[src/rtl/c2_pkg.sv]
// Shared types and constants for the C2 data-memory dump path.
package c2_pkg;

   localparam logic [7:0] FRAME_SOF_DEFAULT = 8'hDA;
   localparam int unsigned ADDR_BYTES = 4;
   localparam int unsigned CNT_BYTES  = 2;

   typedef enum logic [3:0] {
      ST_IDLE,
      ST_SOF,
      ST_ADDR,
      ST_CNT,
      ST_RD,
      ST_WAIT,
      ST_DATA,
      ST_CHK,
      ST_END
   } dumper_state_e;

   // Words between two aligned addresses inclusive; an inverted range means nothing was written.
   function automatic logic [15:0] calc_words(input logic [31:0] lo,
                                              input logic [31:0] hi,
                                              input int unsigned max_words);
      logic [31:0] n;
      if (lo > hi) return 16'd0;
      n = ((hi - lo) >> 2) + 32'd1;
      if (n > max_words) n = max_words;
      return n[15:0];
   endfunction

endpackage

[src/rtl/c2_word_serializer.sv]
// Holds one 32-bit word and hands it out as 4 bytes, least significant first, under valid/ready.
module c2_word_serializer
   import c2_pkg::*;
(
   input  logic        clk_i,
   input  logic        rst_ni,
   input  logic        load_i,
   input  logic [31:0] word_i,
   input  logic        ready_i,
   output logic [7:0]  byte_o,
   output logic        valid_o,
   output logic        last_o
);

   logic [31:0] word_reg;
   logic [1:0]  idx_reg;
   logic        active_reg;
   logic [7:0]  lanes [ADDR_BYTES];

   for (genvar gi = 0; gi < ADDR_BYTES; gi++) begin : g_lane
      assign lanes[gi] = word_reg[8*gi +: 8];
   end

   always_ff @(posedge clk_i or negedge rst_ni) begin
      if (!rst_ni) begin
         word_reg   <= '0;
         idx_reg    <= '0;
         active_reg <= 1'b0;
      end else if (load_i) begin
         word_reg   <= word_i;
         idx_reg    <= '0;
         active_reg <= 1'b1;
      end else if (active_reg && ready_i) begin
         idx_reg <= idx_reg + 2'd1;
         if (idx_reg == 2'd3) active_reg <= 1'b0;
      end
   end

   assign byte_o  = lanes[idx_reg];
   assign valid_o = active_reg;
   assign last_o  = active_reg && ready_i && (idx_reg == 2'd3);

endmodule

[src/rtl/c2_dmem_dumper.sv]
// Streams data memory between the tracked min/max addresses as a framed byte stream to UART TX.
// Build option: define C2_DUMP_CHECKSUM_EN to append an XOR checksum byte after the payload.
module c2_dmem_dumper
   import c2_pkg::*;
#(
   parameter int unsigned MAX_WORDS = 1024,
   parameter logic [7:0]  FRAME_SOF = FRAME_SOF_DEFAULT
) (
   input  logic        clk_i,
   input  logic        rst_ni,
   input  logic        start_i,
   input  logic [31:0] min_addr_i,
   input  logic [31:0] max_addr_i,
   output logic [31:0] mem_addr_o,
   input  logic [31:0] mem_data_i,
   output logic [7:0]  tx_data_o,
   output logic        tx_valid_o,
   input  logic        tx_ready_i,
   output logic        busy_o,
   output logic        done_o
);

`ifdef C2_DUMP_CHECKSUM_EN
   localparam dumper_state_e TAIL_STATE = ST_CHK;
`else
   localparam dumper_state_e TAIL_STATE = ST_END;
`endif

   dumper_state_e state_reg, state_next;
   logic [31:0]   addr_reg;
   logic [15:0]   cnt_reg;
   logic [15:0]   rem_reg;
   logic          cnt_sel_reg;
   logic          done_reg;
   logic          start_ok;
   logic          ser_load, ser_valid, ser_last;
   logic [31:0]   ser_word;
   logic [7:0]    ser_byte;
   logic [7:0]    tx_data;
   logic          tx_valid;

   // The done cycle is already IDLE, but a start there is still refused.
   assign start_ok = (state_reg == ST_IDLE) && start_i && !done_reg;

   c2_word_serializer u_ser (
      .clk_i   (clk_i),
      .rst_ni  (rst_ni),
      .load_i  (ser_load),
      .word_i  (ser_word),
      .ready_i (tx_ready_i),
      .byte_o  (ser_byte),
      .valid_o (ser_valid),
      .last_o  (ser_last)
   );

   always_comb begin
      state_next = state_reg;
      tx_valid   = 1'b0;
      tx_data    = 8'h00;
      ser_load   = 1'b0;
      ser_word   = mem_data_i;
      case (state_reg)
         ST_IDLE: if (start_ok) state_next = ST_SOF;
         ST_SOF: begin
            tx_valid = 1'b1;
            tx_data  = FRAME_SOF;
            if (tx_ready_i) begin
               // addr_reg still equals lo here; it only advances between data words
               ser_load   = 1'b1;
               ser_word   = addr_reg;
               state_next = ST_ADDR;
            end
         end
         ST_ADDR: begin
            tx_valid = ser_valid;
            tx_data  = ser_byte;
            if (ser_last) state_next = ST_CNT;
         end
         ST_CNT: begin
            tx_valid = 1'b1;
            tx_data  = cnt_sel_reg ? cnt_reg[15:8] : cnt_reg[7:0];
            if (tx_ready_i && cnt_sel_reg)
               state_next = (cnt_reg == 16'd0) ? TAIL_STATE : ST_RD;
         end
         ST_RD:   state_next = ST_WAIT;
         ST_WAIT: begin
            ser_load   = 1'b1;
            state_next = ST_DATA;
         end
         ST_DATA: begin
            tx_valid = ser_valid;
            tx_data  = ser_byte;
            if (ser_last) state_next = (rem_reg == 16'd1) ? TAIL_STATE : ST_RD;
         end
`ifdef C2_DUMP_CHECKSUM_EN
         ST_CHK: begin
            tx_valid = 1'b1;
            tx_data  = chk_reg;
            if (tx_ready_i) state_next = ST_END;
         end
`endif
         ST_END:  state_next = ST_IDLE;
         default: state_next = ST_IDLE;
      endcase
   end

   always_ff @(posedge clk_i or negedge rst_ni) begin
      if (!rst_ni) begin
         state_reg   <= ST_IDLE;
         addr_reg    <= '0;
         cnt_reg     <= '0;
         rem_reg     <= '0;
         cnt_sel_reg <= 1'b0;
         done_reg    <= 1'b0;
      end else begin
         state_reg <= state_next;
         done_reg  <= (state_reg == ST_END);
         if (start_ok) begin
            addr_reg    <= min_addr_i & ~32'd3;
            cnt_reg     <= calc_words(min_addr_i & ~32'd3, max_addr_i & ~32'd3, MAX_WORDS);
            rem_reg     <= calc_words(min_addr_i & ~32'd3, max_addr_i & ~32'd3, MAX_WORDS);
            cnt_sel_reg <= 1'b0;
         end
         if (state_reg == ST_CNT && tx_ready_i) cnt_sel_reg <= ~cnt_sel_reg;
         if (state_reg == ST_DATA && ser_last) begin
            rem_reg <= rem_reg - 16'd1;
            if (rem_reg != 16'd1) addr_reg <= addr_reg + 32'd4;
         end
      end
   end

`ifdef C2_DUMP_CHECKSUM_EN
   logic [7:0] chk_reg;

   always_ff @(posedge clk_i or negedge rst_ni) begin
      if (!rst_ni) begin
         chk_reg <= '0;
      end else if (start_ok) begin
         chk_reg <= '0;
      end else if (tx_valid && tx_ready_i &&
                   (state_reg == ST_ADDR || state_reg == ST_CNT || state_reg == ST_DATA)) begin
         chk_reg <= chk_reg ^ tx_data;
      end
   end
`endif

   assign mem_addr_o = addr_reg;
   assign tx_data_o  = tx_data;
   assign tx_valid_o = tx_valid;
   assign busy_o     = (state_reg != ST_IDLE);
   assign done_o     = done_reg;

endmodule

[config.mk]
export PLATFORM = sky130hd
export DESIGN_NAME = c2_dmem_dumper
export DESIGN_NICKNAME = d
export VERILOG_FILES = /design/src/rtl/c2_pkg.sv /design/src/rtl/c2_word_serializer.sv /design/src/rtl/c2_dmem_dumper.sv
export SDC_FILE = /design/constraint.sdc
export NUM_CORES = 1
export LEC_CHECK = 0
export CAP_MARGIN = 10
export CORE_MARGIN = 8
export CORE_UTILIZATION = 59
export DETAILED_ROUTE_END_ITERATION = 7
export GPL_TIMING_DRIVEN = 0
export PLACE_DENSITY_LB_ADDON = 0.05
export SLEW_MARGIN = 20
export SYNTH_ARGS = -nofsm -noshare
export SYNTH_HDL_FRONTEND = slang
export SYNTH_SLANG_ARGS = --single-unit
export TNS_END_PERCENT = 20
[constraint.sdc]
create_clock -name clk_i -period 5.89 [get_ports clk_i]
set_clock_uncertainty 0.05 [all_clocks]
set_input_delay 0.8835 -clock clk_i [delete_from_list [all_inputs] [get_ports clk_i]]
set_output_delay 0.8835 -clock clk_i [all_outputs]
set_load 0.01 [all_outputs]
==> impl_metrics.toml <==
[routing]
route.detailed.drc = 0
routedWlPerCell_um = 20.4
routed_wl_um = 27800
drt-initial-drc-count = 980
num_vias = 8812
final_antenna_net_count = 0
vias_per_cell = 6.47
dr.pass1.iters = 5

[synthesis]
synth_edf_count = 0
synth_area_um2 = 8400
async_flop_share_pct = 100
ys_seq_area_share_pct = 31.3
synth-main-ff-cell = "dfrtp_1"
synthCells = 1026
avgSynthCellArea_um2 = 8.19
ys_ff_latch = 105
syn-num-nets = 1162
synth.distinct_cells = 87
yosys_warnings = 0

[critical_path]
path_class = "primary input to flip-flop"
end_kind = "flip-flop"
critical_path.cell_chain = "clkdlybuf4s50_1 > ha_1 > inv_1 > fa_1 > a211oi_2 > nor2_1 > xor2_1 > nand3_1 > nor3_1 > nand4_2 > nor4_2 > nand4_1 > a21o_1 > a22oi_4 > nand3_4 > buf_6 > o21ai_2"
r2r-start = "rem_reg[3]$_DFFE_PN0P_"
critPathLaunch = "min_addr_i[2]"
max_stage_delay_ns = 0.57
crit_arrival_ns = 5.58
cp_num_buf_inv = 3
reg2reg_setup_slack_ns = 2.49
rr_endpoint = "mem_addr_o[13]$_DFF_PN0_"
worstSetupStartpointType = "primary input"
cp.required_ns = 6.13
cp_slowest_cell = "clkdlybuf4s50_1"
reg2reg_depth = 9
crit_path_max_fanout = 10
cp_top_family = "simple AND/OR/NAND/NOR gates"

[sta]
worst_slack_ns = 0.549
hold_viol_final = 0
rsz0062_at_grt = "no"
fin_hold_ws_ns = 0.391
worst_pin_slew_ns = 0.952
setup_tns_ns = 0
fin_crit_ns = 5.34
relSlewSlack_pct = 36.0
setup_viol = 0
fmax_ghz = 0.187
drv_slew = 0
post-route-period-util_pct = 90.7

[run]
maxCapViolCount = 0

[global_routing]
grtUsageTotal_pct = 30.4
grt_first_pass_wirelength_um = 44000
antenna_found_initial = 0
first_global_vias = 8586
overflow = 0
grt_start_max_net_pins = 62

[floorplanning]
io_pins = 143
die_h_um = 135
start_util_pct = 60.5
num_rows = 43
die-area_um2 = 18300
core_area_um2 = 13900
die_x_um = 135

[layout]
drive_above_1_share_pct = 6.69
layout_commonest_cell = "clkdlybuf4s50_1"
n_fill_cell = 1117
synthToLayoutAreaGrowth_pct = 23.0
postLayoutCoreUtil_pct = 74.4
final_cell_mix = "137 x clkdlybuf4s50_1, 117 x nand2_1, 105 x dfrtp_1"
nets = 1312
antenna_cells = 0

[clocking]
cts_sinks = 105
clockRootBuffer = "clkbuf_16"
post_cts_buffers = 0
cts_tree = "yes"
clock_latency_ns = 0.36
clk_path_buf_depth = 2
postCtsHoldBufs = 0
numCtsBuffers = 9
path_clk_slew_ns = 0.08
ctsResizeCount = 0
h-tree-depth = 3

[power_and_ir_drop]
power_leakage_nw = 4.14
power.density_nw_per_um2 = 382
vdd_ir_drop_max_v = 0.000338

[outcome]
outcome = "complete, no violations"

[min_path]
hp-class = "primary input to async pin"

[placement]
place_ws_ns = 0.264
gp_congestion = 0.950
port_buffers = 138
dp.final_hpwl_um = 21600
logic make-up (layout without fill, tap and decap cells):
kind of cell | after synthesis | after routing | share of synthesized area, %
adder cells (fa/ha/maj) | 36 | 36 | 5.45
XOR/XNOR | 28 | 28 | 3.10
multiplexers | 51 | 51 | 7.28
AND/OR/NAND/NOR | 377 | 377 | 22.4
buffers and inverters | 104 | 259 | 4.92
flip-flops | 105 | 105 | 31.3
AO/OA/AOI/OAI | 325 | 325 | 25.5
layer usage:
| metal | wire length (µm) | vias to the layer above | track usage (%) |
|---|---|---|---|
| met1 | 11100 | 4145 | 37.5 |
| met2 | 12800 | 481 | 49.4 |
| met3 | 2750 | 75 | 7.64 |
| met4 | 1120 | 0 | 13.4 |
| li1 | - | 4111 | - |
| met5 | 0 | - | 0 |
synth_stat cells, types with 5 or more instances:
master	number	area (µm²)
or3_1	7	43.8
nand4_1	21	131
a211oi_1	19	143
mux2i_1	42	420
ha_1	35	438
o21ai_2	5	43.8
nor3_1	26	130
o31ai_1	6	45.0
o211ai_1	8	60.1
and2_1	13	81.3
and3_1	12	75.1
buf_1	5	18.8
a21oi_1	84	420
buf_2	5	25.0
o21ai_0	84	420
o21a_1	7	52.6
nand2_1	117	439
a221oi_1	13	114
a311oi_1	9	78.8
a31oi_1	8	50.1
clkbuf_1	33	124
nor4_1	11	68.8
nor2_1	83	312
nand2b_1	9	56.3
inv_1	58	218
nor2b_1	5	31.3
nand3_1	34	170
dfrtp_1	105	2630
xor2_1	12	105
xnor2_1	14	123
o22ai_1	7	43.8
a21o_1	13	97.6
or2_2	8	50.1
o21ai_1	6	30.0
mux4_2	8	180
area by class of cell:
cell class	instances	area [µm²]	area share, %
plain buffers	46	195	1.89
clock buffers	10	239	2.31
clock inverters	6	58.8	0.569
inverters	58	218	2.11
multi-input cells	817	5360	51.9
flip-flops and latches	105	2630	25.4
well taps	180	225	2.18
repair buffers	139	1410	13.6
where the power goes:
| part | switching [W] | leakage [nW] | total, W | internal [W] |
|---|---|---|---|---|
| clock network | 0.000308 | 0.148 | 0.000617 | 0.000309 |
| logic | 0.00114 | 2.69 | 0.00204 | 0.000900 |
| registers | 0.000315 | 1.30 | 0.00129 | 0.000975 |
| total | 0.00176 | 4.14 | 0.00395 | 0.00218 |
how the worst max path moves through the flow:
stage / depth (start not counted) / end / slack, ns
after floorplan: 16 / rem_reg[10]$_DFFE_PN0P_ / 1.44
after global placement: 1 / rem_reg[9]$_DFFE_PN0P_ / -0.16
after detailed placement: 17 / rem_reg[8]$_DFFE_PN0P_ / 0.26
after CTS: 17 / rem_reg[3]$_DFFE_PN0P_ / 0.61
after global routing: 17 / rem_reg[3]$_DFFE_PN0P_ / 0.34
final: 17 / rem_reg[3]$_DFFE_PN0P_ / 0.55
per-stage QoR:
step	instances	power, W	cell area [µm²]
after floorplan	1026	0.00242	8400
final	1361	0.00395	10300
after detailed placement	1345	0.00327	10000
after global routing	1361	0.00418	10300
after CTS	1361	0.00390	10300
after global placement	1344	0.00322	10000
Note: power is estimated with default switching activity, not from simulation.
